<file path="src/rtl/data_selector_arbiter.sv">
// Two-requester arbiter for the 2:1 data_selector: drives sel so that A or B owns q.
// Ties go round-robin, hold time is bounded, and each handoff inserts one dead GAP cycle.
// valid marks the cycles in which q carries the current owner's data.
// Optional macro FIXED_PRIO_EN: every tie goes to A, and only B can be preempted by the hold limit.
`timescale 1ns/1ps

module data_selector_arbiter #(
  parameter int unsigned MAX_HOLD = 8
) (
  input  logic clk,
  input  logic rst,
  input  logic req_a,
  input  logic req_b,
  output logic gnt_a,
  output logic gnt_b,
  output logic sel,
  output logic valid
);

  localparam int unsigned HW = $clog2(MAX_HOLD + 1);
  localparam logic [HW-1:0] HOLD_MAX = HW'(MAX_HOLD);

  localparam logic [1:0] IDLE  = 2'd0;
  localparam logic [1:0] OWN_A = 2'd1;
  localparam logic [1:0] OWN_B = 2'd2;
  localparam logic [1:0] GAP   = 2'd3;

  logic [1:0]    state, state_nxt;
  logic [1:0]    arb_state;
  logic          last_b, last_b_nxt;   // 1: B was the most recent owner
  logic [HW-1:0] hcnt, hcnt_nxt;
  logic          sel_nxt;
  logic          tie_to_b;
  logic          preempt_a;
  logic          preempt_b;

`ifdef FIXED_PRIO_EN
  assign tie_to_b  = 1'b0;
  assign preempt_a = 1'b0;
`else
  assign tie_to_b  = ~last_b;
  assign preempt_a = (hcnt == HOLD_MAX) && req_b;
`endif
  assign preempt_b = (hcnt == HOLD_MAX) && req_a;

  // Arbitration outcome used when leaving IDLE or GAP
  always_comb begin
    arb_state = IDLE;
    if (req_a && req_b) begin
      arb_state = tie_to_b ? OWN_B : OWN_A;
    end else if (req_a) begin
      arb_state = OWN_A;
    end else if (req_b) begin
      arb_state = OWN_B;
    end
  end

  // Next-state, hold counter, fairness pointer and select
  always_comb begin
    state_nxt  = state;
    hcnt_nxt   = hcnt;
    last_b_nxt = last_b;
    sel_nxt    = sel;
    case (state)
      IDLE, GAP: begin
        state_nxt = arb_state;
        if (arb_state == OWN_A) begin
          last_b_nxt = 1'b0;
          hcnt_nxt   = HW'(1);
          sel_nxt    = 1'b0;
        end else if (arb_state == OWN_B) begin
          last_b_nxt = 1'b1;
          hcnt_nxt   = HW'(1);
          sel_nxt    = 1'b1;
        end
      end
      OWN_A: begin
        // A release takes priority over preemption; both lead to the same target
        if (!req_a) begin
          state_nxt = req_b ? GAP : IDLE;
        end else if (preempt_a) begin
          state_nxt = GAP;
        end else if (hcnt != HOLD_MAX) begin
          hcnt_nxt = hcnt + HW'(1);
        end
      end
      OWN_B: begin
        if (!req_b) begin
          state_nxt = req_a ? GAP : IDLE;
        end else if (preempt_b) begin
          state_nxt = GAP;
        end else if (hcnt != HOLD_MAX) begin
          hcnt_nxt = hcnt + HW'(1);
        end
      end
      default: state_nxt = IDLE;
    endcase
  end

  // State register and registered outputs decoded from the next state
  always_ff @(posedge clk) begin
    if (rst) begin
      state  <= IDLE;
      last_b <= 1'b1;
      hcnt   <= '0;
      sel    <= 1'b0;
      gnt_a  <= 1'b0;
      gnt_b  <= 1'b0;
      valid  <= 1'b0;
    end else begin
      state  <= state_nxt;
      last_b <= last_b_nxt;
      hcnt   <= hcnt_nxt;
      sel    <= sel_nxt;
      gnt_a  <= (state_nxt == OWN_A);
      gnt_b  <= (state_nxt == OWN_B);
      valid  <= (state_nxt == OWN_A) || (state_nxt == OWN_B);
    end
  end

endmodule

</file>
<file path="config.mk">
export PLATFORM = sky130hd
export DESIGN_NAME = data_selector_arbiter
export DESIGN_NICKNAME = d
export VERILOG_FILES = /design/src/rtl/data_selector_arbiter.sv
export SDC_FILE = /design/constraint.sdc
export NUM_CORES = 1
export LEC_CHECK = 0
export CORE_AREA = 10 10 48 50
export CTS_BUF_LIST = sky130_fd_sc_hd__clkbuf_2 sky130_fd_sc_hd__clkbuf_4 sky130_fd_sc_hd__clkbuf_8
export DETAILED_ROUTE_END_ITERATION = 10
export DIE_AREA = 0 0 58 60
export GPL_ROUTABILITY_DRIVEN = 0
export PLACE_DENSITY_LB_ADDON = 0.05
export SLEW_MARGIN = 10
export SYNTH_ARGS = -nofsm -noshare
export SYNTH_HDL_FRONTEND = slang
export SYNTH_SLANG_ARGS = --single-unit
</file>
<file path="constraint.sdc">
create_clock -name clk -period 3.32 [get_ports clk]
set_input_delay 0.332 -clock clk [delete_from_list [all_inputs] [get_ports clk]]
set_output_delay 0.332 -clock clk [all_outputs]
set_load 0.01 [all_outputs]
</file>
==> metrics.cfg, run 1 <==
[timing]
worst_pin_slew_ns=0.534
setup_viol=0
hold_slack_ns=0.514
clock_skew_ns=0.00580
post-route-period-util=0.689
tns_ns=0
fin_crit_ns=2.29
slew_violations=0
fmax_mhz=437
rsz0062_at_grt=false
hold_violations=0
fin_ws_ns=1.03
relSlewSlack=0.643

[synthesis]
synth_warnings=0
syn_area_um2=658
synth_nets=88
synth_xor_area_frac=0
synth_top_family_by_area=compound AO/OA/AOI/OAI gates
synth_adder_area_share=0.133
synth_mux_area_frac=0
synth-compound-area-share=0.259
avgSynthCellArea_um2=8.55
yosysSeqAreaShare=0.335
yosys.area_share.simple=0.209
synth-seq-cells=11
synth_cells=77
yosys.cell_types.count=28

[floorplan]
row_count=14
num_io_pins=8
coreArea_um2=1440
dieArea_um2=3480
die_h_um=60
die_x_um=58
start_util=0.458

[detailed_routing]
via_count=571
wirelength_um=1280
route.detailed.wl_per_inst_um=12.6
viasPerCell=5.65
remaining_drc_errors=0
drt_iter0_markers=9
first_pass_iters=4
drtAntennaViolNets=0

[layout]
fin_nets=97
syn_to_final_growth_pct=16.3
final_cell_area_um2=766
final_cells=101
mostFrequentLayoutCell=dfxtp_1
drive_gt1_frac=0.0941
final_cell_mix=dfxtp_1 (11), inv_1 (8), ha_1 (7), clkdlybuf4s50_1 (7), nor2_1 (6)
diodes=0

[worst_setup_path]
path_cells=clkdlybuf4s50_1, nor2b_1, nor2_1, ha_1, nand2_1, o311ai_2, or4_1, a21oi_1
crit_family=simple AND/OR/NAND/NOR gates
reg2regPathDepth=6
cp.required_ns=3.53
cp.depth=8
regToRegSetupSlack_ns=1.20
cp_num_buf_inv=1
r2r-end=hcnt[2]$_SDFFE_PP0P_
regToRegStartpoint=state[0]$_SDFF_PP0_
cpPeakStageDelay_ns=0.64
path_max_fanout=9
critPathArrivalTime_ns=2.49
critPathKind=in2reg
startpoint_type=primary input
cp-end-kind=register
slowest_stage=clkdlybuf4s50_1

[cts]
cts_buffer_depth=2
htree_levels=1
clkSlewWorstSetupHoldPaths_ns=0.07
cts_buffers=3
numClockSinks=11
cts_tree=built
cts_hold_buf=0
post-cts-setup-buffer-count=0
insertion_delay_ns=0.28
cts-root-buf=clkbuf_4
cts_resized=0

[placed_design]
io_buffer_count=7
dp_slack_ns=0.752
place_area_um2=736
placed_cells=97
dpl.hpwl_um=941

[power_and_ir_drop]
vdd_drop_max_mv=0.349
clock_power_share=0.169
pwr-share-seq=0.323
leakage_nw=0.314
power.switching_mw=0.238
p_per_area_nw_per_um2=788
p_int_mw=0.366
p_comb_frac=0.508
swShare=0.394

[worst_hold_path]
min_from=sel$_SDFFE_PP0P_
whs_path_depth=2
hold_path_class=reg2reg
whs_endpoint=sel$_SDFFE_PP0P_

[global_routing]
antenna_found_initial=0
first_global_vias=478
grt_pass1_wl_um=2190
grt_overflow=0
grtUsageTotal=0.0787
grt_max_degree=16

[job]
drv_cap=0

[run_status]
status=complete, no violations

layout make-up:
class                           count  area, um^2
Tap cell                           16        20.0
Sequential cell                    11         220
Fill cell                         138         671
Timing Repair Buffer                7        70.1
Inverter                            8        30.0
Multi-Input combinational cell     55         395
Clock buffer                        4        30.0
per-layer routing:
metal,share of wire,up-vias,global-route usage
li1,-,292,-
met1,0.50,265,0.0999
met2,0.43,9,0.107
met3,0.045,5,0.0233
met4,0.029,0,0.0604
met5,0,-,0
flip-flops by register name, indices dropped and copies added, names as in the netlist:
name / count
sel: 1
hcnt: 4
gnt_b: 1
valid: 1
last_b: 1
gnt_a: 1
state: 2
tightest hold or removal path, cell delays in order, from the launching register on:
cell and delay (ns):
dfxtp_1 0.31, a21oi_1 0.11, nor3_1 0.05
how the worst max path moves through the flow:
stage	startpoint	endpoint	slack [ns]
finish	req_b	hcnt[2]$_SDFFE_PP0P_	1.03
global route	req_b	hcnt[2]$_SDFFE_PP0P_	0.89
CTS	req_b	hcnt[2]$_SDFFE_PP0P_	1.04
detailed placement	req_b	hcnt[2]$_SDFFE_PP0P_	0.75
global placement	req_b	hcnt[2]$_SDFFE_PP0P_	0.80
floorplan	req_b	hcnt[2]$_SDFFE_PP0P_	1.39
Yosys cell counts:
master | count | area [um^2]
ha_1 | 7 | 87.6
a21bo_2 | 1 | 10.0
nand4_1 | 1 | 6.26
o21bai_1 | 1 | 7.51
or4b_1 | 1 | 10.0
inv_1 | 8 | 30.0
nand4b_1 | 2 | 17.5
or4_1 | 1 | 7.51
a21oi_1 | 5 | 25.0
nor2b_1 | 3 | 18.8
or2_1 | 1 | 6.26
o21ai_0 | 4 | 20.0
nand2_1 | 3 | 11.3
nor2_1 | 6 | 22.5
a211oi_1 | 1 | 7.51
and3_1 | 1 | 6.26
nand2b_1 | 1 | 6.26
or2b_1 | 1 | 7.51
a31oi_1 | 5 | 31.3
o31ai_1 | 4 | 30.0
a21boi_2 | 2 | 22.5
dfxtp_1 | 11 | 220
buf_2 | 1 | 5.00
or3_1 | 1 | 6.26
nor4_1 | 1 | 6.26
clkbuf_1 | 2 | 7.51
o311ai_2 | 1 | 16.3
nor3_1 | 1 | 5.00
kinds of logic (layout without fill, tap and decap cells):
logic type,Yosys count,after routing
AO/OA/AOI/OAI,24,24
AND/OR/NAND/NOR,24,24
flip-flops,11,11
buffers and inverters,11,19
adder cells (fa/ha/maj),7,7
power groups by stage:
stage,clock network [mW],registers [mW],logic (mW)
finish,0.102,0.195,0.307
global route,0.109,0.200,0.359
global placement,0,0.198,0.307
CTS,0.106,0.195,0.313
detailed placement,0,0.199,0.311
floorplan,0,0.204,0.213
per-stage QoR:
step,total power [mW],util
floorplan,0.417,-
global route,0.668,0.533
global placement,0.504,0.512
finish,0.604,0.533
detailed placement,0.510,0.512
CTS,0.614,0.533
Power figures use the tool's default switching activity.
==> inputs of run 2 (changes only) <==
==> constraint.sdc (replaced) <==
create_clock -name clk -period 2.15 [get_ports clk]
set_input_delay 0.215 -clock clk [delete_from_list [all_inputs] [get_ports clk]]
set_output_delay 0.215 -clock clk [all_outputs]
set_load 0.01 [all_outputs]
==> run 2 against run 1 <==
  * Combinational power grew 83%
  * Register-to-register slack got worse by 0.98 ns
  * Clock skew shrank 0.0031 ns
  * Final area up 6.9%
  * Non-clock buffer count up 7
  * Clock power up 49%
  * Sequential power rose by 54%
  * First-iteration DRC count grew 44%
  * Die area did not move
  * Core utilization up 3.7 points
  * Critical endpoint unchanged
  * Largest cell class unchanged
==> metrics.cfg, run 2 (synthesis gave the netlist of run 1 again) <==
[run_status]
status=complete, no violations

[timing]
worst_pin_slew_ns=0.418  ; -0.116 ns
clock_skew_ns=0.00274  ; -0.00306 ns
hold_violations=0  ; unchanged
rsz0062_at_grt=false
fin_ws_ns=0.220  ; -0.814 ns
relSlewSlack=0.720  ; +0.0770
slew_violations=0  ; unchanged
post-route-period-util=0.898
fmax_mhz=518
fin_crit_ns=1.93
setup_viol=0  ; unchanged
hold_slack_ns=0.517  ; +0.00255 ns

[power_and_ir_drop]
p_comb_frac=0.554  ; +0.046
pwr-share-seq=0.296  ; -0.027
swShare=0.370  ; -0.0241
vdd_drop_max_mv=0.559  ; +60%
power.total_mw=1.01  ; +68%
power.switching_mw=0.375  ; +58%
leakage_nw=0.347  ; +11%
p_per_area_nw_per_um2=1240  ; +57%
p_int_mw=0.638  ; +75%
clock_power_share=0.150  ; -0.019

[floorplan]
die_h_um=60  ; unchanged
die_x_um=58  ; unchanged
coreArea_um2=1440  ; unchanged
dieArea_um2=3480  ; unchanged
start_util=0.458  ; unchanged
row_count=14  ; unchanged
num_io_pins=8  ; unchanged

[layout]
n_fill_cell=148  ; +7.2%
drive_gt1_frac=0.163  ; +0.0689
largest_reg_flops=4  ; unchanged
final_cell_mix=dfxtp_1 (11), inv_1 (8), ha_1 (7), clkdlybuf4s50_1 (7), buf_4 (7)
regMostFlops=hcnt
diodes=0  ; unchanged
mostFrequentLayoutCell=dfxtp_1
reg_top3=hcnt (4), state (2)
syn_to_final_growth_pct=24.3
fin_nets=104  ; +7.2%

[detailed_routing]
viasPerCell=5.36  ; -5.2%
drt_iter0_markers=13  ; +4
via_count=579  ; +1.4%
first_pass_iters=4  ; unchanged
drtAntennaViolNets=0  ; unchanged
route.detailed.wl_per_inst_um=12.0  ; -5.2%
wirelength_um=1290  ; +1.3%
remaining_drc_errors=0  ; unchanged

[placed_design]
dp_slack_ns=-0.0753  ; -0.827 ns
io_buffer_count=7  ; unchanged
dpl.hpwl_um=1010  ; +7.2%

[cts]
cts_tree=built
cts_hold_buf=0  ; unchanged
numClockSinks=11  ; unchanged
clkSlewWorstSetupHoldPaths_ns=0.07  ; about the same
post-cts-setup-buffer-count=0  ; unchanged
htree_levels=1  ; unchanged
cts_buffers=3  ; unchanged
cts-root-buf=clkbuf_4
cts_buffer_depth=2  ; unchanged
cts_resized=0  ; unchanged
insertion_delay_ns=0.26  ; -0.02 ns

[worst_setup_path]
startpoint_type=register
path_max_fanout=9  ; unchanged
path_cells=inv_1, ha_1, a21boi_2, o311ai_2, or4_1, a21oi_1
crit_family=simple AND/OR/NAND/NOR gates
regToRegStartpoint=state[0]$_SDFF_PP0_
critPathKind=reg2reg
cp.required_ns=2.35  ; -1.18 ns
crit_start=state[0]$_SDFF_PP0_
slowest_stage=or4_1
critPathArrivalTime_ns=2.13  ; -0.36 ns
cp-end-kind=register
cp_num_buf_inv=1  ; unchanged
cpPeakStageDelay_ns=0.53  ; -0.11 ns

[global_routing]
grt_overflow=0  ; unchanged
antenna_found_initial=0  ; unchanged
grt_max_degree=12  ; -4
grt_pass1_wl_um=2200  ; +0.32%
grtUsageTotal=0.0779  ; -0.000793
first_global_vias=537  ; +12%

[job]
drv_cap=0  ; unchanged

[worst_hold_path]
min_from=sel$_SDFFE_PP0P_
hold_path_class=reg2reg

[run 2: area by class of cell]
cell class	instances	area, um^2	area share
clock buffer	4	30.0	0.0367
multi-input combinational	55	395	0.483
timing repair buffer	14	123	0.150
inverter	8	30.0	0.0367
tap	16	20.0	0.0245
sequential	11	220	0.269
[run 2: worst paths after layout]
kind	to	slack [ns]	cells after the start
setup / recovery	hcnt[2]$_SDFFE_PP0P_	0.22	6
hold / removal	sel$_SDFFE_PP0P_	0.52	2
setup reg to reg	hcnt[2]$_SDFFE_PP0P_	0.22	6
hold reg to reg	sel$_SDFFE_PP0P_	0.52	2
[run 2: worst min-delay path: stages, from the launching register on]
cell     delay (ns)
dfxtp_1        0.31
a21oi_1        0.11
nor3_1         0.05
[run 2: power groups by stage]
stage	clock network [mW]	registers (mW)	logic (mW)
5_1_grt	0.166	0.308	0.649
3_5_place_dp	0	0.306	0.567
6_report	0.152	0.300	0.561
4_1_cts	0.159	0.302	0.570
2_1_floorplan	0	0.315	0.329
3_3_place_gp	0	0.306	0.561
[run 2: metal layers]
| metal | GRT usage | wire length, um | vias to the layer above |
|---|---|---|---|
| li1 | - | - | 308 |
| met1 | 0.0930 | 670 | 261 |
| met2 | 0.118 | 546 | 6 |
| met3 | 0.0233 | 51 | 4 |
| met4 | 0.0503 | 25 | 0 |
| met5 | 0 | 0 | - |
[run 2: per-stage QoR]
stage                     area (um^2)  cells  utilization  TNS [ns]
after floorplan                   658     77            -         0
after global placement            788    104        0.549   -0.0286
after detailed placement          788    104        0.549    -0.107
after CTS                         818    108        0.570         0
after global routing              818    108        0.570         0
final                             818    108        0.570         0
==> inputs of run 3 (changes only) <==
--- a/config.mk
+++ b/config.mk
@@ -5,10 +5,10 @@
 export SDC_FILE = /design/constraint.sdc
 export NUM_CORES = 1
 export LEC_CHECK = 0
-export CORE_AREA = 10 10 48 50
+export CORE_AREA = 5 5 43 45
 export CTS_BUF_LIST = sky130_fd_sc_hd__clkbuf_2 sky130_fd_sc_hd__clkbuf_4 sky130_fd_sc_hd__clkbuf_8
 export DETAILED_ROUTE_END_ITERATION = 10
-export DIE_AREA = 0 0 58 60
+export DIE_AREA = 0 0 48 50
 export GPL_ROUTABILITY_DRIVEN = 0
 export PLACE_DENSITY_LB_ADDON = 0.05
 export SLEW_MARGIN = 10
==> run 3 against run 2 <==
  * Sequential power barely moved
  * Largest cell class unchanged
  * Final area did not move
  * Critical path type unchanged
  * Sequential cell count unchanged
  * Critical endpoint unchanged
  * Global-route usage increased by 4.4 points
  * Clock power is essentially flat
  * Core utilization did not move
==> metrics.cfg, run 3 (synthesis gave the netlist of run 1 again) <==
[run_status]
status=complete, no violations

[timing]
post-route-period-util=0.903  ; +0.00557
hold_violations=0  ; unchanged
rsz0062_at_grt=false
worst_pin_slew_ns=0.389  ; -0.0296 ns
fmax_mhz=515  ; -0.62%
setup_viol=0  ; unchanged
fin_crit_ns=1.94  ; +0.0120 ns
fin_ws_ns=0.208  ; -0.0120 ns
clock_skew_ns=0.00380  ; +0.00105 ns
slew_violations=0  ; unchanged
relSlewSlack=0.740  ; +0.0198

[global_routing]
first_global_vias=474  ; -12%
grt_max_degree=12  ; unchanged
antenna_found_initial=0  ; unchanged
grt_overflow=0  ; unchanged
grtUsageTotal=0.122  ; +0.0440
grt_pass1_wl_um=2110  ; -4.1%

[layout]
post-route-util=0.570  ; unchanged
final_cell_mix=dfxtp_1 (11), inv_1 (8), ha_1 (7), clkdlybuf4s50_1 (7), buf_4 (7)
largest_reg_flops=4  ; unchanged
regMostFlops=hcnt
fin_nets=104  ; unchanged
mostFrequentLayoutCell=dfxtp_1
multi_input_area_um2=395  ; unchanged
syn_to_final_growth_pct=24.3  ; unchanged
ff_latch_area_um2=220  ; unchanged
reg_top3=hcnt (4), state (2)
final_cells=108  ; unchanged
diodes=0  ; unchanged
n_fill_cell=139  ; -6.1%
drive_gt1_frac=0.163  ; unchanged

[power_and_ir_drop]
leakage_nw=0.347  ; unchanged
power.switching_mw=0.376  ; +0.27%
clock_power_share=0.149  ; about the same
p_comb_frac=0.555  ; about the same
p_per_area_nw_per_um2=1240  ; +0.16%
pwr-share-seq=0.296  ; about the same
vdd_drop_max_mv=0.616  ; +10%
swShare=0.370  ; +0.000412
power.total_mw=1.01  ; +0.16%
p_int_mw=0.639  ; about the same

[worst_setup_path]
regToRegStartpoint=state[0]$_SDFF_PP0_
critPathKind=reg2reg
path_max_fanout=10  ; +1
cp-end-kind=register
startpoint_type=register
crit_start=state[0]$_SDFF_PP0_
cp.required_ns=2.34  ; about the same
critPathArrivalTime_ns=2.14  ; about the same

[worst_hold_path]
hold_path_class=reg2reg
min_from=sel$_SDFFE_PP0P_

[cts]
cts_buffer_depth=2  ; unchanged
cts_hold_buf=0  ; unchanged
cts_buffers=3  ; unchanged
post-cts-setup-buffer-count=0  ; unchanged
cts_tree=built
insertion_delay_ns=0.26  ; about the same
numClockSinks=11  ; unchanged
cts_resized=0  ; unchanged
clkSlewWorstSetupHoldPaths_ns=0.07  ; about the same
cts-root-buf=clkbuf_4
htree_levels=1  ; unchanged

[floorplan]
dieArea_um2=2400  ; -31%
start_util=0.458  ; unchanged
coreArea_um2=1440  ; unchanged
num_io_pins=8  ; unchanged
row_count=14  ; unchanged
die_h_um=50  ; -17%
die_x_um=48  ; -17%

[placed_design]
dpl.hpwl_um=1000  ; -0.61%
placed_cells=104  ; unchanged
io_buffer_count=7  ; unchanged
dp_slack_ns=-0.0397  ; +0.0355 ns

[detailed_routing]
remaining_drc_errors=0  ; unchanged
wirelength_um=1300  ; +0.85%
drt_iter0_markers=11  ; -2
route.detailed.wl_per_inst_um=12.1  ; +0.85%
drtAntennaViolNets=0  ; unchanged
viasPerCell=5.26  ; -1.9%
via_count=568  ; -1.9%
first_pass_iters=4  ; unchanged

[job]
drv_cap=0  ; unchanged

## run 3: final cells by class
class | instances | share of cell area
multi-input cells | 55 | 0.483
inverters | 8 | 0.0367
repair buffers | 14 | 0.150
well taps | 16 | 0.0245
flip-flops and latches | 11 | 0.269
clock buffers | 4 | 0.0367
## run 3: worst paths after layout
path,end,slack (ns),cells past startpoint
setup / recovery,hcnt[2]$_SDFFE_PP0P_,0.21,6
setup reg to reg,hcnt[2]$_SDFFE_PP0P_,0.21,6
hold / removal,sel$_SDFFE_PP0P_,0.51,2
hold reg to reg,sel$_SDFFE_PP0P_,0.51,2
## run 3: per-layer routing
| metal | vias to the layer above | track usage | share of wire |
|---|---|---|---|
| met5 | - | 0 | 0 |
| met4 | 0 | 0.0538 | 0.0092 |
| met3 | 2 | 0.0436 | 0.037 |
| met2 | 4 | 0.159 | 0.42 |
| met1 | 254 | 0.174 | 0.53 |
| li1 | 308 | - | - |
## run 3: stage by stage
stage	instance area (um^2)	hold WS, ns	TNS (ns)
3_3_place_gp	788	0.496	-0.0181
2_1_floorplan	658	0.287	0
5_1_grt	818	0.539	0
3_5_place_dp	788	0.500	-0.0690
6_report	818	0.513	0
4_1_cts	818	0.515	0
## run 3: critical path, cell delays in order, from the launching register on
cell and delay, ns:
dfxtp_1 0.33, inv_1 0.07, ha_1 0.46, a21boi_2 0.22
o311ai_2 0.13, or4_1 0.52, a21oi_1 0.14
## run 3: power by group through the flow
stage / Sequential, mW / Combinational, mW / Clock [mW]
after floorplan: 0.315 / 0.329 / 0
after global placement: 0.305 / 0.562 / 0
after detailed placement: 0.306 / 0.568 / 0
after CTS: 0.302 / 0.571 / 0.161
after global routing: 0.308 / 0.641 / 0.173
final: 0.301 / 0.563 / 0.151
